## config.mk

```make
export PLATFORM = sky130hd
export DESIGN_NAME = piso_bit_serializer
export DESIGN_NICKNAME = d
export VERILOG_FILES = /design/src/rtl/piso_bit_serializer.sv
export SDC_FILE = /design/constraint.sdc
export NUM_CORES = 1
export LEC_CHECK = 0
export ABC_AREA = 0
export CAP_MARGIN = 10
export CORE_UTILIZATION = 51
export DETAILED_ROUTE_END_ITERATION = 10
export PLACE_DENSITY = 0.84
export SYNTH_ARGS = -nofsm -noshare
export SYNTH_HDL_FRONTEND = slang
export SYNTH_SLANG_ARGS = --single-unit
```

## constraint.sdc

```tcl
create_clock -name clk -period 2.52 [get_ports clk]
set_input_delay 0.378 -clock clk [delete_from_list [all_inputs] [get_ports clk]]
set_output_delay 0.378 -clock clk [all_outputs]
set_load 0.05 [all_outputs]
```

## src/rtl/piso_bit_serializer.sv

```systemverilog
// Parallel-in/serial-out bit serializer with a one-word holding buffer.
// Words arrive over a valid/ready handshake and leave one bit per clock on
// serial_out; a word offered while another is shifting waits in the buffer
// so consecutive words stream without an idle gap.
module piso_bit_serializer #(
  parameter int WIDTH     = 8,
  parameter bit MSB_FIRST = 1'b1,
  parameter bit IDLE_BIT  = 1'b0
) (
  input  logic             clk,
  input  logic             rst,
  input  logic [WIDTH-1:0] in_data,
  input  logic             in_valid,
  output logic             in_ready,
  output logic             serial_out,
  output logic             ser_valid,
  output logic             last_bit,
  output logic             busy
);

  localparam int            CW       = $clog2(WIDTH);
  localparam logic [CW-1:0] LAST_CNT = CW'(WIDTH - 1);

  typedef enum logic {
    S_IDLE  = 1'b0,
    S_SHIFT = 1'b1
  } state_t;

  state_t           state, state_nxt;
  logic [CW-1:0]    cnt, cnt_nxt;
  logic             hold_full, hold_full_nxt;
  logic [WIDTH-1:0] shreg, shreg_nxt;
  logic [WIDTH-1:0] hold_data;
  logic             accept;
  logic             capture;
  logic             serial_nxt, valid_nxt, last_nxt;

  // Advance the shifter so the next bit to send sits at the output end.
  function automatic logic [WIDTH-1:0] shift_word(input logic [WIDTH-1:0] w);
    if (MSB_FIRST) return {w[WIDTH-2:0], 1'b0};
    else           return {1'b0, w[WIDTH-1:1]};
  endfunction

  // Bit of a shifter word that is presented on serial_out.
  function automatic logic head_bit(input logic [WIDTH-1:0] w);
    if (MSB_FIRST) return w[WIDTH-1];
    else           return w[0];
  endfunction

  // Handshake and status decode depend on registered state only.
  assign in_ready = !hold_full;
  assign accept   = in_valid && !hold_full;
  assign busy     = (state == S_SHIFT) || hold_full;

  // State register plus the registered serial outputs.
  always_ff @(posedge clk or negedge rst) begin
    if (!rst) begin
      state      <= S_IDLE;
      cnt        <= '0;
      hold_full  <= 1'b0;
      serial_out <= IDLE_BIT;
      ser_valid  <= 1'b0;
      last_bit   <= 1'b0;
    end else begin
      state      <= state_nxt;
      cnt        <= cnt_nxt;
      hold_full  <= hold_full_nxt;
      serial_out <= serial_nxt;
      ser_valid  <= valid_nxt;
      last_bit   <= last_nxt;
    end
  end

  // Data words carry no reset: the control state decides whether they are shown.
  always_ff @(posedge clk) begin
    shreg <= shreg_nxt;
    if (capture) hold_data <= in_data;
  end

  // Next-state logic: load, shift, buffer or reload at the end of a word.
  always_comb begin
    state_nxt     = state;
    cnt_nxt       = cnt;
    hold_full_nxt = hold_full;
    shreg_nxt     = shreg;
    capture       = 1'b0;
    unique case (state)
      S_IDLE: begin
        if (accept) begin
          state_nxt = S_SHIFT;
          cnt_nxt   = '0;
          shreg_nxt = in_data;
        end
      end
      S_SHIFT: begin
        if (cnt == LAST_CNT) begin
          cnt_nxt = '0;
          if (hold_full) begin
            shreg_nxt     = hold_data;
            hold_full_nxt = 1'b0;
          end else if (accept) begin
            shreg_nxt = in_data;
          end else begin
            state_nxt = S_IDLE;
          end
        end else begin
          cnt_nxt   = cnt + 1'b1;
          shreg_nxt = shift_word(shreg);
          if (accept) begin
            capture       = 1'b1;
            hold_full_nxt = 1'b1;
          end
        end
      end
      default: state_nxt = S_IDLE;
    endcase
  end

  // Output decode of the upcoming state, registered by the state register.
  always_comb begin
    valid_nxt  = (state_nxt == S_SHIFT);
    serial_nxt = valid_nxt ? head_bit(shreg_nxt) : IDLE_BIT;
    last_nxt   = valid_nxt && (cnt_nxt == LAST_CNT);
  end

endmodule

```

== After elaboration in Yosys (flattened, before gate mapping) ==
Index checks and enable logic that the tools add are counted.

* Logic and storage cells: 33
* Bits in registers: 23
* Output and inout port bits: 5
* Input bits: 11

* Eq/ne operators: 2
* Reduce and logical (&&, ||, !) cells: 6
* Muxes and demuxes: 16
* Add/sub/neg operators: 1
* Bitwise logic cells: 1

{| class="wikitable"
|+ Operator list
! cell !! number
|-
| $mux W8 || 3
|-
| $pmux W8 S2 || 1
|-
| $mux W1 || 8
|-
| $eq A3 B3 Y1 const B || 2
|-
| $mux W3 || 2
|-
| $pmux W3 S2 || 1
|-
| $add A3 B1 Y3 const B || 1
|-
| $logic_and A1 B1 Y1 || 2
|-
| $pmux W1 S2 || 1
|-
| $reduce_and A2 Y1 || 1
|-
| $reduce_bool A2 Y1 || 1
|-
| $logic_not A1 Y1 || 1
|-
| $logic_or A1 B1 Y1 || 1
|-
| $not A1 Y1 || 1
|}

== Longest topological paths before layout ==
Gate-level depths: netlist of run 1.

* Depth in word-level cells: 7
* Mapped depth: 6
* Gate-level depth less buffers: 5

== Worst setup path before layout of run 1 ==
Ideal clock, no wire load.

* Path type: register -> register
* Start: reg state
* End: reg hold_data[0], enable pin
* Period minus slack after synthesis: 2177 ps
* Data required time: 2137 ps
* Cell stages (with the launch flop): 5
* Path buffers: 2
* Library setup time: 383 ps
* Arrival time: 1793 ps
* Setup slack: 343 ps
* Cells stage by stage: dfrtp_1 > buf_2 > inv_1 > buf_2 > nor3_1

* Longest elaborated chain between the ends: 1

{| class="wikitable"
|+ Ends and longest elaborated chain
! item !! line !! RTL
|-
| start: declaration || 29 || <nowiki>state_t state, state_nxt;</nowiki>
|-
| start signal: assignment || 65 || <nowiki>state <= state_nxt;</nowiki>
|-
| $mux W1 || 87 || <nowiki>unique case (state)</nowiki>
|-
| net capture || 35 || <nowiki>logic capture;</nowiki>
|-
| end signal: assignment || 77 || <nowiki>if (capture) hold_data <= in_data;</nowiki>
|-
| end: declaration || 33 || <nowiki>logic [WIDTH-1:0] hold_data;</nowiki>
|}

The timed path passes the listed nets, and every way through them passes these cells.
A chain may end at the register's enable or synchronous reset.

== Final worst setup path of run 1 ==
* Start: reg state
* End: out busy

* Longest elaborated chain between the ends: 1

{| class="wikitable"
|+ Ends and longest elaborated chain
! item !! line !! RTL
|-
| $logic_or A1 B1 Y1 || 53 || <nowiki>assign busy = (state == S_SHIFT) || hold_full;</nowiki>
|-
| end: declaration || 18 || <nowiki>output logic busy</nowiki>
|}

Every way passes these cells.

==> results of run 1 <==
-- kinds of logic after synthesis --
group,share of synthesized area
flip-flops,0.529
multiplexers,0.114
buffers and inverters,0.0477
AND/OR/NAND/NOR,0.0977
AO/OA/AOI/OAI,0.175
adder cells (fa/ha/maj),0.0358
-- layout make-up --
type / count / area [um2] / area share
Timing Repair Buffer: 20 / 188 / 0.148
Tap cell: 27 / 33.8 / 0.0267
Inverter: 2 / 7.51 / 0.00593
Clock buffer: 4 / 36.3 / 0.0287
Sequential cell: 22 / 556 / 0.439
Multi-Input combinational cell: 57 / 444 / 0.351
-- power breakdown --
group	total (W)	switching, W	internal (W)
Clock	0.000193	0.000105	0.0000881
Sequential	0.000613	0.000105	0.000508
Combinational	0.000764	0.000436	0.000328
Total	0.00157	0.000647	0.000924
-- sequential cells by signal, summed over array words and instances, names as in the netlist --
signal / flops
hold_full: 1
cnt: 3
hold_data: 8
last_bit: 1
state: 1
shreg: 7
serial_out: 1
-- metal layers --
| layer | track usage | routed length, um | vias to the layer above |
|---|---|---|---|
| li1 | - | - | 369 |
| met1 | 0.254 | 936 | 360 |
| met2 | 0.334 | 980 | 17 |
| met3 | 0.0231 | 54 | 2 |
| met4 | 0.0686 | 9 | 0 |
| met5 | 0 | 0 | - |
-- cell usage in the layout (no fill, tap or decap), types with 2 or more instances in the layout --
cell and instances:
o21ai_1 2, ha_1 3, o21ai_0 3, nor2_1 3
dfrtp_1 7, nand3_1 3, nor3_1 2, a221oi_2 6
nor2b_1 3, clkdlybuf4s50_1 15, mux2i_1 12, nand2b_1 2
nand2_1 7, o22ai_1 6, dfxtp_1 7, clkbuf_4 3
edfxtp_1 8, buf_4 5, a211oi_1 2, inv_1 2
-- stage by stage --
stage | cells | worst slack [ps] | cell area (um2) | utilization | hold WS [ps]
5_1_grt | 132 | 253 | 1260 | 0.651 | 315
3_3_place_gp | 128 | 657 | 1230 | 0.633 | 492
6_report | 132 | 338 | 1260 | 0.651 | 310
2_1_floorplan | 88 | 343 | 1050 | - | 82.4
3_5_place_dp | 128 | 610 | 1230 | 0.633 | 494
4_1_cts | 132 | 331 | 1260 | 0.651 | 309
-- worst max-delay path, stage by stage (launching register included) --
cell	delay, ps
dfrtp_1	530
inv_1	100
nand2_1	70
clkdlybuf4s50_1	790
-- path summary, 6_finish.rpt --
path / startpoint / to / slack [ps] / cells after the start
max: state$_DFF_PN0_ / busy / 340 / 3
min: rst / state$_DFF_PN0_ / 310 / 1
max reg2reg: cnt[0]$_DFF_PN0_ / state$_DFF_PN0_ / 790 / 5
min reg2reg: cnt[0]$_DFF_PN0_ / last_bit$_DFF_PN0_ / 510 / 1
max in group asynchronous: rst / cnt[0]$_DFF_PN0_ / 1980 / 1
min in group clk: cnt[0]$_DFF_PN0_ / last_bit$_DFF_PN0_ / 510 / 1
==> summary.txt, run 1 <==
share of post-route cells with drive strength above 1: 0.143
Die Y: 47.4 um
buffer levels on the longest clock path: 2
RSZ-0062 raised after global routing: false
final RePlAce weighted congestion: 0.794
largest net degree at the start of global routing: 13
fill cell total of the finished layout: 151
average detailed-routed wire length per instance: 15.0 um
worst min-delay path class: input port to asynchronous set/reset pin
total of endpoints with negative setup slack in the final report: 0
Gates resized, CTS repair: 0
antenna-violating nets left: 0
total power: 0.00157 W
H-tree depth: 1
power density over the cells: 1240 mW/mm2
Sinks on Clock Net: 22
Post-Synthesis Net Count: 102
Area contributors post-synth: edfxtp_1 23%, dfrtp_1 17%, dfxtp_1 13%
worst setup path class: flip-flop to output pin
Distinct cells, synth: 22
cell taking the most area after synthesis: edfxtp_1
gr usage total: 0.196
cell area after technology mapping: 0.00105 mm2
HPWL Detailed: 1440 um
full die area: 0.00224 mm2
clock period minus final worst setup slack: 2180 ps
Rel. slew slack: 0.664
clock latency of the later-clocked register in the worst-skew pair: 300 ps
most used flip-flop cell after synthesis: edfxtp_1
Core Footprint: 0.00194 mm2
maximum operating frequency: 0.458 GHz
sum of routed wire length over all layers: 1980 um
endpoints failing hold: 0
area growth from synthesis to final layout: 20.5%
number of placement rows: 16
Yosys top cell area share: 0.229
number of buffers inserted by hold repair at cts: 0
mean number of vias per cell: 5.67
number of violations of the max-capacitance limit: 0
cell types with the highest counts after synthesis: 12 x mux2i_1, 8 x edfxtp_1, 7 x dfrtp_1, 7 x dfxtp_1, 7 x nand2_1
VDD IR max: 0.600 mV
proportion of synthesized flip-flops having asynchronous set or reset: 0.318
clock tree from TritonCTS: done
highest net fanout along the worst path: 10
Total Nets Final: 120
first-pass iteration count of the detailed router: 6
Post-synth EDFFs: 8
count of buffers from port buffering: 15
cell with the most instances after synthesis: mux2i_1
number of global-route vias before repair: 693
Congestion Overflow GR: 0
arrival time worst endpoint: 1800 ps
remaining design rule violation count: 0
Slew Limit Fails: 0
number of ports placed on the die boundary: 16
Post CTS Setup Buffer Count: 0
Iter 0 DRT Violations: 15
first-pass GRT wire length: 3020 um
Slew @ Worst Pin: 502 ps
Yosys warnings: 0
Setup Total Neg Slack: 0 ps
DIE WIDTH: 47.4 um
Initial Util: 0.541
clock root cell: clkbuf_4
number of CTS-inserted buffers: 3
number of antenna violations at the first check in global routing: 0
Post-Synthesis Cells: 88
part of the cycle the worst path needs: 0.866
Leak: 0.513 nW
kind of end point of the critical path: output pin
Vias: 748
worst path required time: 2140 ps
flops & latches, synth: 22
status: finished, final reports clean
Seq/Total Area, Yosys: 0.529
diode count: 0
category of the worst setup path launch point: flip-flop
final setup skew: 1.77 ps
mean instance size in the synthesized netlist: 11.9 um2
clock edge transition at the registers on the reported setup and hold paths: 120 ps
Note: power is estimated with default switching activity, not from simulation.
==> inputs of run 2 (changes only) <==
--- a/config.mk
+++ b/config.mk
@@ -9,6 +9,7 @@
 export CAP_MARGIN = 10
 export CORE_UTILIZATION = 51
 export DETAILED_ROUTE_END_ITERATION = 10
+export HOLD_SLACK_MARGIN = 0.06
 export PLACE_DENSITY = 0.84
 export SYNTH_ARGS = -nofsm -noshare
 export SYNTH_HDL_FRONTEND = slang
==> results of run 2 <==
Same layout as run 1: the final DEF is identical, and so are final timing and power.
==> inputs of run 3 (changes only) <==
--- a/config.mk
+++ b/config.mk
@@ -11,6 +11,7 @@
 export DETAILED_ROUTE_END_ITERATION = 10
 export HOLD_SLACK_MARGIN = 0.06
 export PLACE_DENSITY = 0.84
+export REMOVE_ABC_BUFFERS = 1
 export SYNTH_ARGS = -nofsm -noshare
 export SYNTH_HDL_FRONTEND = slang
 export SYNTH_SLANG_ARGS = --single-unit
==> run 3 against run 2 <==
  * Register-to-register slack lost 70 ps
  * Design area shrank 2.0%
  * Global-route usage grew 2.6 points
  * Flip-flop and latch count is the same
  * Sequential power grew 0.7%
  * Sequential share of layout area grew 0.89 points
  * Clock power shrank 13%
  * Worst setup slack is essentially flat
  * First-iteration DRC count grew 13%
  * Critical path type unchanged
  * Critical endpoint unchanged
  * Largest cell class unchanged
  * Largest power group unchanged
==> summary.txt, run 3 (synthesized netlist as in run 1, its figures left out) <==
largest stage delay on the critical path: 800 ps
Sequential Area: 556 um2
clock latency of the later-clocked register in the worst-skew pair: 310 ps
number of CTS-inserted buffers: 3
Top Registers: hold_data x8, shreg x7, cnt x3
largest register by flop count: hold_data
Seq pwr share: 0.397
clock tree from TritonCTS: done
Total Nets Final: 118
cells along the critical path: inv_1 -> nand2_1 -> clkdlybuf4s50_1
Congestion Overflow GR: 0
final setup skew: 6.25 ps
RSZ-0062 raised after global routing: false
H-tree depth: 1
first-pass GRT wire length: 3280 um
count of buffers from port buffering: 15
Switching Power: 0.000661 W
average detailed-routed wire length per instance: 15.9 um
gr usage total: 0.221
buffer levels on the longest clock path: 2
clock root cell: clkbuf_4
Gates resized, CTS repair: 0
part of the cycle the worst path needs: 0.866
Core Footprint: 0.00194 mm2
power density over the cells: 1250 mW/mm2
kind of end point of the critical path: output pin
Iter 0 DRT Violations: 17
endpoints failing hold: 0
share of total power in the clock network: 0.108
Sinks on Clock Net: 22
remaining design rule violation count: 0
Vias: 738
clock period minus final worst setup slack: 2180 ps
buffers plus inverters on the worst setup path: 2
maximum operating frequency: 0.458 GHz
worst min-delay path class: input port to asynchronous set/reset pin
Net Sw Frac: 0.426
number of global-route vias before repair: 728
number of ports placed on the die boundary: 16
full die area: 0.00224 mm2
share of post-route cells with drive strength above 1: 0.117
fill cell total of the finished layout: 164
most common cell after layout, fill and taps aside: clkdlybuf4s50_1
Rel. slew slack: 0.509
Setup Total Neg Slack: 0 ps
HPWL Detailed: 1500 um
mean number of vias per cell: 5.68
number of buffers inserted by hold repair at cts: 0
DP Area: 0.00121 mm2
worst path required time: 2140 ps
final instance area: 0.00124 mm2
Post CTS Setup Buffer Count: 0
highest net fanout along the worst path: 10
number of placement rows: 16
area growth from synthesis to final layout: 18.1%
r2r endpoint: shreg[5]$_DFF_P_
Top delay family on crit path: buffers and inverters
Die Y: 47.4 um
Cell Count, Final, Fillers Out: 130
Slew @ Worst Pin: 734 ps
placed cell count: 126
DIE WIDTH: 47.4 um
VDD IR max: 0.675 mV
clock edge transition at the registers on the reported setup and hold paths: 120 ps
Leak: 0.497 nW
max FFs per register: 8
total power: 0.00155 W
Register-to-Register Path Depth: 4
final RePlAce weighted congestion: 0.748
Critical R2R Launch: cnt[0]$_DFF_PN0_
category of the worst setup path launch point: flip-flop
most frequent cells in the layout: 15 x clkdlybuf4s50_1, 12 x mux2i_1, 8 x edfxtp_1
power share of the combinational group: 0.494
Initial Util: 0.541
status: finished, final reports clean
first-pass iteration count of the detailed router: 4
total of endpoints with negative setup slack in the final report: 0
standard cell with the maximum stage delay on the critical path: clkdlybuf4s50_1
worst reg2reg setup slack: 720 ps
footprint of the multi-input gates: 444 um2
sum of routed wire length over all layers: 2070 um
number of violations of the max-capacitance limit: 0
diode count: 0
arrival time worst endpoint: 1800 ps
number of antenna violations at the first check in global routing: 0
Slew Limit Fails: 0
worst setup path class: flip-flop to output pin
cell-internal power: 0.000891 W
antenna-violating nets left: 0
largest net degree at the start of global routing: 13
-- run 3: worst max path at each step --
| stage | from | endpoint | slack, ps | depth (start not counted) |
|---|---|---|---|---|
| CTS | state$_DFF_PN0_ | busy | 330 | 3 |
| finish | state$_DFF_PN0_ | busy | 340 | 3 |
| global placement | in_valid | shreg[2]$_DFF_P_ | 590 | 4 |
| floorplan | state$_DFF_PN0_ | hold_data[0]$_DFFE_PP_ | 340 | 2 |
| detailed placement | in_valid | shreg[3]$_DFF_P_ | 570 | 4 |
| global route | hold_full$_DFFE_PN0P_ | busy | 250 | 3 |
-- run 3: layout make-up --
cell class	count	share of cell area
sequential	22	0.448
multi-input combinational	57	0.358
timing repair buffer	18	0.139
tap	27	0.0272
clock buffer	4	0.0212
inverter	2	0.00605
-- run 3: through the flow --
step | setup slack, ps | hold slack (ps) | util
after floorplan | 338 | 82.4 | -
after global placement | 589 | 488 | 0.625
after detailed placement | 565 | 497 | 0.625
after CTS | 332 | 314 | 0.639
after global routing | 248 | 319 | 0.639
final | 338 | 305 | 0.639
-- run 3: power groups by stage --
stage | Clock [W] | Combinational (W) | Sequential [W]
5_1_grt | 0.000185 | 0.000841 | 0.000635
4_1_cts | 0.000172 | 0.000773 | 0.000614
6_report | 0.000168 | 0.000767 | 0.000617
3_3_place_gp | 0 | 0.000723 | 0.000614
2_1_floorplan | 0 | 0.000495 | 0.000661
3_5_place_dp | 0 | 0.000768 | 0.000623
-- run 3: routing by layer --
| layer | wire length (um) | global-route usage | part of all wire |
|---|---|---|---|
| met2 | 1020 | 0.348 | 0.49 |
| met1 | 951 | 0.288 | 0.46 |
| met4 | 25 | 0.137 | 0.012 |
| met3 | 76 | 0.0269 | 0.037 |
| met5 | 0 | 0 | 0 |
